==> config.mk <==
export PLATFORM = sky130hd
export DESIGN_NAME = blink_round_key_sched
export DESIGN_NICKNAME = d
export VERILOG_FILES = /design/src/rtl/blink_round_key_sched.sv
export SDC_FILE = /design/constraint.sdc
export NUM_CORES = 1
export LEC_CHECK = 0
export BUFFER_PORTS_ARGS = -buffer_cell sky130_fd_sc_hd__buf_2
export CAP_MARGIN = 40
export CORE_ASPECT_RATIO = 0.75
export CORE_MARGIN = 5
export CORE_UTILIZATION = 31
export CTS_BUF_LIST = sky130_fd_sc_hd__clkbuf_16
export CTS_CLUSTER_SIZE = 12
export DETAILED_ROUTE_END_ITERATION = 7
export GPL_TIMING_DRIVEN = 0
export PLACE_DENSITY_LB_ADDON = 0.08
export SYNTH_ARGS = -nofsm -noshare
export SYNTH_HDL_FRONTEND = slang
export SYNTH_SLANG_ARGS = --single-unit
==> constraint.sdc <==
create_clock -name clk -period 6.8 [get_ports clk]
set_clock_uncertainty 0.05 [all_clocks]
set_input_delay 1.36 -clock clk [delete_from_list [all_inputs] [get_ports clk]]
set_output_delay 1.36 -clock clk [all_outputs]
set_load 0.01 [all_outputs]
==> src/rtl/blink_round_key_sched.sv <==
// Iterative key schedule for Blink_64a: a 128-bit master key expands into ROUNDS 64-bit round keys.
// Defining BLINK_KS_OUTREG_EN inserts a 2-entry skid buffer between the generator and the outputs.
module blink_round_key_sched #(
  parameter int ROUNDS = 16,
  parameter int RC_LSB = 15
) (
  input  logic         clk,
  input  logic         rst,
  input  logic         start,
  input  logic [127:0] key_in,
  output logic [63:0]  rk_out,
  output logic [4:0]   rk_index,
  output logic         rk_valid,
  input  logic         rk_ready,
  output logic         busy,
  output logic         done
);

  typedef enum logic [1:0] {
    ST_IDLE  = 2'd0,
    ST_GEN   = 2'd1,
    ST_DRAIN = 2'd2,
    ST_DONE  = 2'd3
  } state_e;

  localparam logic [4:0] LAST_IDX = 5'(ROUNDS - 1);

  function automatic logic [3:0] sbox(input logic [3:0] x);
    logic [3:0] y;
    case (x)
      4'h0: y = 4'hC;
      4'h1: y = 4'h5;
      4'h2: y = 4'h6;
      4'h3: y = 4'hB;
      4'h4: y = 4'h9;
      4'h5: y = 4'h0;
      4'h6: y = 4'hA;
      4'h7: y = 4'hD;
      4'h8: y = 4'h3;
      4'h9: y = 4'hE;
      4'hA: y = 4'hF;
      4'hB: y = 4'h8;
      4'hC: y = 4'h4;
      4'hD: y = 4'h7;
      4'hE: y = 4'h1;
      4'hF: y = 4'h2;
      default: y = 4'h0;
    endcase
    return y;
  endfunction

  // Rotate left by 61, substitute the top nibble, then fold in the round constant r+1.
  function automatic logic [127:0] ks_step(input logic [127:0] k, input logic [4:0] r);
    logic [127:0] t;
    t = {k[66:0], k[127:67]};
    t[127:124] = sbox(t[127:124]);
    t[RC_LSB +: 5] = t[RC_LSB +: 5] ^ (r + 5'd1);
    return t;
  endfunction

  state_e       state_q, state_d;
  logic [127:0] k_q, k_d;
  logic [4:0]   cnt_q, cnt_d;
  logic         busy_q, busy_d;
  logic         done_q, done_d;
  logic         gen_adv_s;
  logic         drain_done_s;

`ifdef BLINK_KS_OUTREG_EN
  // The generator only looks at the registered skid flag, keeping rk_ready out of the K update path.
  localparam state_e LAST_STATE = ST_DRAIN;

  logic        out_valid_q, out_valid_d;
  logic [63:0] out_key_q, out_key_d;
  logic [4:0]  out_idx_q, out_idx_d;
  logic        skid_valid_q, skid_valid_d;
  logic [63:0] skid_key_q, skid_key_d;
  logic [4:0]  skid_idx_q, skid_idx_d;
  logic        pop_s;

  assign pop_s        = out_valid_q & rk_ready;
  assign gen_adv_s    = (state_q == ST_GEN) & ~skid_valid_q;
  assign drain_done_s = pop_s & ~skid_valid_q;

  // Skid buffer next-state: refill the output slot from skid first, else from the generator.
  always_comb begin
    out_valid_d  = out_valid_q;
    out_key_d    = out_key_q;
    out_idx_d    = out_idx_q;
    skid_valid_d = skid_valid_q;
    skid_key_d   = skid_key_q;
    skid_idx_d   = skid_idx_q;
    if (!out_valid_q || pop_s) begin
      if (skid_valid_q) begin
        out_valid_d  = 1'b1;
        out_key_d    = skid_key_q;
        out_idx_d    = skid_idx_q;
        skid_valid_d = 1'b0;
      end else begin
        out_valid_d = gen_adv_s;
        if (gen_adv_s) begin
          out_key_d = k_q[63:0];
          out_idx_d = cnt_q;
        end else begin
          out_key_d = out_key_q;
        end
      end
    end else begin
      if (gen_adv_s) begin
        skid_valid_d = 1'b1;
        skid_key_d   = k_q[63:0];
        skid_idx_d   = cnt_q;
      end else begin
        skid_valid_d = skid_valid_q;
      end
    end
  end

  // Skid buffer registers.
  always_ff @(posedge clk) begin
    if (rst) begin
      out_valid_q  <= 1'b0;
      out_key_q    <= 64'd0;
      out_idx_q    <= 5'd0;
      skid_valid_q <= 1'b0;
      skid_key_q   <= 64'd0;
      skid_idx_q   <= 5'd0;
    end else begin
      out_valid_q  <= out_valid_d;
      out_key_q    <= out_key_d;
      out_idx_q    <= out_idx_d;
      skid_valid_q <= skid_valid_d;
      skid_key_q   <= skid_key_d;
      skid_idx_q   <= skid_idx_d;
    end
  end

  assign rk_out   = out_key_q;
  assign rk_index = out_idx_q;
  assign rk_valid = out_valid_q;
`else
  localparam state_e LAST_STATE = ST_DONE;

  logic valid_q, valid_d;

  assign gen_adv_s    = (state_q == ST_GEN) & rk_ready;
  assign drain_done_s = 1'b0;

  // Valid flag tracks the GEN state one-for-one.
  always_comb begin
    valid_d = (state_d == ST_GEN);
  end

  // Valid register.
  always_ff @(posedge clk) begin
    if (rst) begin
      valid_q <= 1'b0;
    end else begin
      valid_q <= valid_d;
    end
  end

  assign rk_out   = k_q[63:0];
  assign rk_index = cnt_q;
  assign rk_valid = valid_q;
`endif

  // Generator FSM next-state and key state update.
  always_comb begin
    state_d = state_q;
    k_d     = k_q;
    cnt_d   = cnt_q;
    case (state_q)
      ST_IDLE: begin
        if (start) begin
          k_d     = key_in;
          cnt_d   = 5'd0;
          state_d = ST_GEN;
        end else begin
          state_d = ST_IDLE;
        end
      end
      ST_GEN: begin
        if (gen_adv_s) begin
          if (cnt_q == LAST_IDX) begin
            state_d = LAST_STATE;
          end else begin
            k_d   = ks_step(k_q, cnt_q);
            cnt_d = cnt_q + 5'd1;
          end
        end else begin
          state_d = ST_GEN;
        end
      end
      ST_DRAIN: begin
        if (drain_done_s) begin
          state_d = ST_DONE;
        end else begin
          state_d = ST_DRAIN;
        end
      end
      ST_DONE: state_d = ST_IDLE;
      default: state_d = ST_IDLE;
    endcase
    busy_d = (state_d == ST_GEN) || (state_d == ST_DRAIN);
    done_d = (state_d == ST_DONE);
  end

  // Generator state registers.
  always_ff @(posedge clk) begin
    if (rst) begin
      state_q <= ST_IDLE;
      k_q     <= 128'd0;
      cnt_q   <= 5'd0;
      busy_q  <= 1'b0;
      done_q  <= 1'b0;
    end else begin
      state_q <= state_d;
      k_q     <= k_d;
      cnt_q   <= cnt_d;
      busy_q  <= busy_d;
      done_q  <= done_d;
    end
  end

  assign busy = busy_q;
  assign done = done_q;

endmodule

=== After elaboration in Yosys (flattened, before gate mapping) ===
Memory sizes are Yosys's and may differ from the RTL's. A register that Yosys moved wholly into a read port is not among the register bits.
Index checks and enable logic that the tools add are counted.

* Memories: 1
* Memory bits (writable): 0
* Bits in read-only memories: 64
* Bits in registers: 138
* Latch bits: 0

{| class="wikitable"
|+ Memories
! name !! words !! width !! rd ports !! clocked after memory_dff !! write ports !! RTL line !! RTL
|-
| (name not given) || 16 || 4 || 1 || 1 || 0 || 30 || <nowiki>case (x)</nowiki>
|}

* Bitwise operators: 2
* Multipliers: 0
* Reductions and logical operators: 4
* Eq/ne operators: 10
* Muxes and demuxes: 14
* Shifts and indexed selects: 0
* Order comparisons: 0
* Div/mod/pow operators: 0
* Add/subtract/negate cells: 1

{| class="wikitable"
|+ Operators by type and width
! operator !! count
|-
| 128-bit 2-to-1 mux || 3
|-
| 128-bit one-hot mux with 2 select lines || 1
|-
| 5-bit 2-to-1 mux || 3
|-
| 5-bit one-hot mux with 2 select lines || 1
|-
| 2-bit == test (second input constant) || 4
|-
| 4-bit 2-to-1 mux || 2
|-
| 2-bit one-hot mux with 4 select lines || 1
|-
| 2-bit != test (second input constant) || 3
|-
| 5-bit by 1-bit adder with 5-bit output (second input constant) || 1
|-
| 5-bit by 4-bit == test with 1-bit output (second input constant) || 1
|-
| 5-bit bitwise XOR || 1
|-
| 2-bit by 1-bit == test with 1-bit output (second input constant) || 2
|-
| 2-bit 2-to-1 mux || 2
|-
| 4-bit AND reduction || 1
|-
| 2-bit logical NOT || 1
|-
| 2-bit nonzero test || 1
|-
| 1-bit AND || 1
|-
| 1-bit logical OR || 1
|-
| 1-bit 2-to-1 mux || 1
|}

=== Logic depth before layout (Yosys ltp) ===
Gate-level depths: netlist of run 1.

* Depth after elaboration: 7
* Depth in mapped cells: 12
* Gate-level depth less buffers: 11

=== Least setup slack after synthesis of run 1 ===
No wires, ideal clock.

* Path type: in2reg
* Start: input rk_ready
* End: register with a tool-made name
* Setup time: 0.120 ns
* Stages on the path: 7
* Arrival time: 2.985 ns
* Setup slack: 3.646 ns
* Path buffers: 0
* Required time: 6.630 ns
* Path through: and4bb_1 > nor2_1 > a221oi_2 > inv_1 > ha_1 > mux2_4 > a211o_1

{| class="wikitable"
|+ RTL lines
! element !! RTL line !! RTL
|-
| start, declared || 14 || <nowiki>input logic rk_ready,</nowiki>
|}

==> results.md, run 1 <==
- Outcome: finished, final reports clean
- Cell count after synthesis: 881
- Global route overflow: 0
- Final Hold Fails: 0
- Clk Latency, worst-skew pair: 430 ps
- Max Cap Viol: 0
- Yosys cell types: 46
- Row count: 47
- WL final: 25400 µm
- Io pins: 204
- Initial DRC Count: 392
- RSZ-0062 raised after global routing: false
- Crit path time final: 3530 ps
- Area Overhead vs Synth: 28.8%
- DR vias: 6915
- Yosys top cell area share: 0.411
- Die H: 139 µm
- Gr usage total: 0.196
- Root buf cell: clkbuf_16
- Yosys warnings: 0
- Compound-Gate Fraction of Synth Area: 0.184
- Final Slew Violations: 0
- Layout cells sized above 1: 0.311
- Total Power: 2.42 mW
- Crit start category: flip-flop
- Seq/Total Area, Yosys: 0.411
- Largest family of logic cells by synthesized area: simple AND/OR/NAND/NOR gates
- Fmax: 284 MHz
- Mean Syn Cell Area: 7.84 µm²
- Sequential Area: 0.00284 mm²
- Die ar.: 0.0254 mm²
- TritonCTS clock tree: done
- Synth area leader: dfxtp_1
- Reg clk slew, reported paths: 70 ps
- Critical path fanouts, max: 6
- Largest net degree at the start of global routing: 17
- Synthesized area: 0.00691 mm²
- Vias in the first global route: 6841
- Fill count: 2410
- Clk buf depth: 2
- Final worst-path cycle share: 0.519
- Hold Path Class: reg2reg
- Final #Nets: 1243
- Syn_nets: 1022
- Peak VDD IR: 0.164 mV
- CTS Sinks: 142
- Lkg Pwr: 4.00 nW
- Number of setup buffers added after CTS: 0
- Cts bufs inserted: 17
- Top cells by area, synth: dfxtp_1 (41%), a311oi_1 (15%), nand2_1 (13%)
- Post-Route Utilization: 0.405
- Max_slew headroom: 0.582
- Diodes inserted: 0
- Post-Synth Simple-Gate Area: 0.245
- Port Buffer Count: 202
- Vias per std cell: 4.91
- Hold Buf Count CTS: 0
- Initial antenna violation count: 0
- Worst slew pin tran: 626 ps
- Setup violations, final: 0
- Die W: 182 µm
- Critical Path End Type: flip-flop
- Setup TNS: 0 ps
- First-pass GRT wire length: 39400 µm
- Worst Path Required: 7070 ps
- #FFs+latches synth: 142
- Xor and xnor fraction of the mapped netlist area: 0.00887
- Initial core utilization: 0.314
- Mux contribution to synthesized area: 0.0109
- Multi-input gate area: 0.00321 mm²
- DRT Pass-1 Iters: 5
- Worst EP arrival: 3800 ps
- Synth Area in Adders: 0.0163
- RD Place Congestion: 0.803
- Post-DRT Antenna Nets: 0
- WS Path Type: reg2reg
- # DRC: 0
- WL per Instance: 18.0 µm
- Pwr/cell area: 272 mW/mm²
- Number of instances resized during post-cts repair: 0
- Number of H-tree levels: 4
- CORE AREA: 0.0220 mm²
- DPL Wire Length: 19000 µm
-- metal layers --
layer / track usage / vias to the layer above / routed length [µm]
li1: - / 3429 / -
met1: 0.306 / 3260 / 13600
met2: 0.276 / 219 / 10400
met3: 0.0446 / 7 / 1350
met4: 0.0347 / 0 / 112
met5: 0 / - / 0
-- cell usage after synthesis, drive strengths merged --
cell type and instances:
nor2b 5, xor2 3, mux2 6, and3 2
o221a 1, dfxtp 142, o21bai 1, nand2 245
o221ai 1, nand3 2, nand2b 3, buf 101
a21oi 12, a311oi 119, inv 9, a31oi 3
nor4b 1, a221o 1, ha 9, nor3 13
a221oi 2, nor2 137, and4bb 1, nor3b 2
or3b 1, clkbuf 38, or3 1, xnor2 4
o22ai 1, and3b 1, nand4bb 1, o211ai 1
o21ai 6, nand3b 1, a211oi 4, a211o 1
-- through the flow --
step	cells	hold WS (ps)	worst slack [ps]	instance area [µm²]
2_1_floorplan	881	390	3650	6910
3_3_place_gp	1377	407	2850	8290
3_5_place_dp	1377	406	2930	8290
4_1_cts	1409	411	3260	8900
5_1_grt	1409	447	3070	8900
6_report	1409	405	3270	8900
-- worst max-delay path, stage by stage, from the launching register on --
cell and delay, ps:
dfxtp_1 370, ha_1 270, and3_1 200, ha_1 240, and4bb_1 460, nor2_1 220
a221oi_2 570, inv_1 140, ha_1 330, mux2_2 270, a211oi_1 290
-- cell type report --
| cell class | count | area share |
|---|---|---|
| repair buffers | 202 | 0.114 |
| flip-flops and latches | 142 | 0.319 |
| multi-input cells | 591 | 0.361 |
| plain buffers | 139 | 0.0922 |
| inverters | 9 | 0.00380 |
| clock buffers | 17 | 0.0478 |
| clock inverters | 15 | 0.0207 |
| well taps | 294 | 0.0413 |
-- layout by cell type, fill, tap and decap left out, types with 4 or more instances in the layout --
cell        synthesis  final
a311oi_1          119    119
inv_6               0      4
inv_1               9      9
mux2_2              4      4
xnor2_1             4      4
clkinvlp_4          0      4
o21ai_0             5      5
buf_4              67     67
clkbuf_1           38     38
nor2_1            137    137
nor2b_1             5      5
nor3_1             11     11
a211oi_1            4      4
ha_1                9      9
nand2_1           245    245
buf_2              32    234
dfxtp_1           142    142
clkbuf_16           0     17
a21oi_1            12     12
-- worst paths after layout --
check	cells past startpoint	end	slack [ps]	start
setup / recovery	10	flip-flop	3270	rk_index[0]
hold / removal	2	k_q[125]	410	flip-flop
hold reg to reg	2	k_q[125]	410	flip-flop
setup reg to reg	10	flip-flop	3270	rk_index[0]
-- power by group --
part | internal, mW | switching [mW] | total (mW)
combinational | 0.197 | 0.261 | 0.458
clock | 0.583 | 0.409 | 0.992
sequential | 0.912 | 0.0579 | 0.970
total | 1.69 | 0.728 | 2.42
-- cells by family after synthesis --
logic type,after synthesis
compound gates,153
xor+xnor,7
fa+ha+maj,9
buf+inv,148
flops,142
mux,6
simple gates,416
-- registers in the layout, summed over array words and instances, names as in the netlist, named ones only --
register	count
done	1
rk_index	5
rk_valid	1
busy	1
state_q	2
k_q	128
Power figures use the tool's default switching activity.
==> run 2: changes to the inputs <==
- ABC_AREA: not set -> 1
- clock period: 6.8 -> 2.88 ns (I/O delays scaled with it)
==> run 2 against run 1 <==
Net effect:
- first-iteration DRC count rose by 10%
- final area hardly changed
- area after synthesis rose by 0.65%
- combinational power rose to 2.8 times the previous value
- wire length grew 5.0%
- highest routed layer is now met5
- largest power group is now registers
- critical path depth grew 7
- die area is 0.61% higher
==> results.md, run 2 <==
- Fmax: 380 MHz (+34%)
- Hold Path Class: in2reg
- Hold endpoint: k_q[35]
- RSZ-0062 raised after global routing: false
- Global route overflow: 0 (unchanged)
- Io pins: 204 (unchanged)
- WL per Instance: 18.4 µm (+2.1%)
- Yosys warnings: 0 (unchanged)
- Yosys cell types: 28 (-39%)
- Port Buffer Count: 202 (unchanged)
- Die W: 183 µm (+0.31%)
- Row count: 47 (unchanged)
- Vias per std cell: 4.84 (-1.5%)
- Placed insts: 1416 (+2.8%)
- Max reg flops: 128 (unchanged)
- Number of setup buffers added after CTS: 0 (unchanged)
- Commonest non-fill, non-tap cells in the layout: nand2_1 (293), buf_2 (216), dfxtp_1 (142)
- Final #Nets: 1282 (+3.1%)
- Post-DRT Antenna Nets: 0 (unchanged)
- Die ar.: 0.0256 mm² (+0.61%)
- #FFs+latches synth: 142 (unchanged)
- Cts bufs inserted: 17 (unchanged)
- Most common cell after layout, fill and taps aside: nand2_1
- Peak VDD IR: 0.347 mV (+110%)
- WL final: 26700 µm (+5.0%)
- Critical Path End Type: flip-flop
- First-pass GRT wire length: 40900 µm (+3.7%)
- Max_slew headroom: 0.452 (-0.130)
- Vias in the first global route: 6897 (+0.82%)
- WS Path Type: reg2reg
- Max Cap Viol: 0 (unchanged)
- TritonCTS clock tree: done
- WL met1: 13700 µm (+0.88%)
- Cell count after synthesis: 919 (+4.3%)
- Synth area leader: dfxtp_1
- Root buf cell: clkbuf_16
- CORE AREA: 0.0221 mm² (+0.27%)
- Reg-to-reg startpoint: rk_index[0]
- Largest net degree at the start of global routing: 17 (unchanged)
- Worst slew pin tran: 821 ps (+195 ps)
- Seq/Total Area, Yosys: 0.409 (-0.00266)
- Top-count cell post-synth: nand2_1
- Crit path time final: 2630 ps (-895 ps)
- Final Hold Fails: 0 (unchanged)
- Most frequent cells after synthesis: nand2_1 (293), dfxtp_1 (142), a31oi_1 (95)
- Top reg by flops: k_q
- Syn_nets: 1060 (+3.7%)
- Layout cells sized above 1: 0.314 (+0.00248)
- Area Overhead vs Synth: 28.0%
- Reg clk slew, reported paths: 60 ps (about the same)
- Final Slew Violations: 0 (unchanged)
- Critical path fanouts, max: 10 (+4)
- Hold Buf Count CTS: 0 (unchanged)
- Crit start category: flip-flop
- Setup violations, final: 0 (unchanged)
- Clk buf depth: 2 (unchanged)
- Yosys top cell area share: 0.409 (-0.00266)
- Hold slack: 370 ps (-36.0 ps)
- Initial antenna violation count: 2 (+2)
- Max layer used: met5
- DRT Pass-1 Iters: 4 (-1)
- Post-synth EDFFs: 0 (unchanged)
- Metal3 WL: 1570 µm (+16%)
- Worst Path Required: 3140 ps (-3930 ps)
- Setup TNS: 0 ps (unchanged)
- Worst EP arrival: 2890 ps (-910 ps)
- Number of instances resized during post-cts repair: 0 (unchanged)
- Die H: 140 µm (+0.30%)
- Pwr/cell area: 648 mW/mm² (+140%)
- Asr flop ratio synth: 0 (unchanged)
- RD Place Congestion: 0.833 (+3.7%)
- Reg2reg path depth: 17 (+7)
- CTS Sinks: 142 (unchanged)
- Top FF cell, synth: dfxtp_1
- Top cells by area, synth: dfxtp_1 (41%), nand2_1 (16%), buf_4 (8.9%)
- DR vias: 7002 (+1.3%)
- FF-to-FF setup slack: 250 ps (-3030 ps)
- Initial core utilization: 0.315 (+0.00120)
- HP Start: key_in[35]
- Final worst-path cycle share: 0.914 (+0.395)
- Mean Syn Cell Area: 7.57 µm² (-3.5%)
- Diodes inserted: 0 (unchanged)
- Synthesized area: 0.00696 mm² (+0.65%)
- Total Power: 5.77 mW (+140%)
- Lkg Pwr: 4.16 nW (+4.1%)
- Outcome: finished, final reports clean
- Hold Path Depth: 3 (+1)
- Final std cells w/o fill: 1448 (+2.8%)
- Clk Latency, worst-skew pair: 420 ps (about the same)
- Initial DRC Count: 432 (+10%)
- Met2 WL post-DR: 11100 µm (+7.1%)
- Post-Route Utilization: 0.404 (-0.000909)
- # DRC: 0 (unchanged)
- Gr usage total: 0.206 (+0.00948)
- DPL Wire Length: 19800 µm (+4.3%)
- Number of H-tree levels: 4 (unchanged)
## run 2: cell count changes in the layout (fill, tap and decap cells not counted), moves of 11 or more
cell      previous run  this run
a311oi_1           119         0
nor2_1             137        37
a31oi_1              3        95
o21ai_1              0        92
nand2_1            245       293
a311oi_2             0        24
nand3_1              2        23
inv_1                9        28
buf_2              234       216
buf_4               67        82
nor3_1              11         0
o21ai_0              5        16
## run 2: critical path: stages (launching register included)
cell,delay [ps]
dfxtp_1,370
ha_1,240
nand2_1,90
nor2_1,60
ha_1,230
nor2_1,200
nand2_4,110
nand2_4,130
buf_8,170
nand2_1,80
nand3_2,120
inv_1,80
ha_1,310
inv_1,50
nand3_1,70
nand2_1,60
nand2_1,50
nand2_1,50
## run 2: cell families (layout without fill, tap and decap cells)
group,count (synthesis),after routing,synth area share
AOI/OAI and AO/OA,236,236,0.223
buffers and inverters,164,399,0.138
xor gates and xnor gates,5,5,0.00630
DFF,142,142,0.409
adders and majority gates,9,9,0.0162
and+or+nand+nor,363,363,0.208
## run 2: worst max-delay path by stage
stage | slack [ps] | cells after the start | end | startpoint
finish | 250 | 17 | flip-flop | rk_index[0]
global route | 70 | 17 | flip-flop | rk_index[0]
CTS | 270 | 17 | flip-flop | rk_index[0]
detailed placement | 320 | 17 | flip-flop | rk_index[0]
global placement | 260 | 17 | flip-flop | rk_index[0]
floorplan | 610 | 17 | flip-flop | rk_index[0]
## run 2: layer usage
layer  GRT usage  up-vias
li1            -     3490
met1       0.317     3272
met2       0.294      215
met3      0.0449       21
met4      0.0392        4
met5           0        -
## run 2: power by group
part / switching, mW / internal, mW / leakage, nW / total [mW]
sequential: 0.165 / 2.18 / 1.18 / 2.35
clock: 0.884 / 1.26 / 0.283 / 2.14
combinational: 0.746 / 0.536 / 2.70 / 1.28
total: 1.80 / 3.98 / 4.16 / 5.77
## run 2: final cells by class
class	instances	area, µm²
sequential	142	2840
inverter	28	105
multi-input combinational	613	3150
fill	2413	13200
clock inverter	15	131
timing repair buffer	203	1020
tap	294	368
clock buffer	17	425
buffer	136	855
## run 2: per-stage QoR
stage	worst slack, ps	cell area [µm²]
after floorplan	609	6960
final	248	8900
after detailed placement	315	8350
after CTS	272	8900
after global routing	69.4	8900
after global placement	259	8330
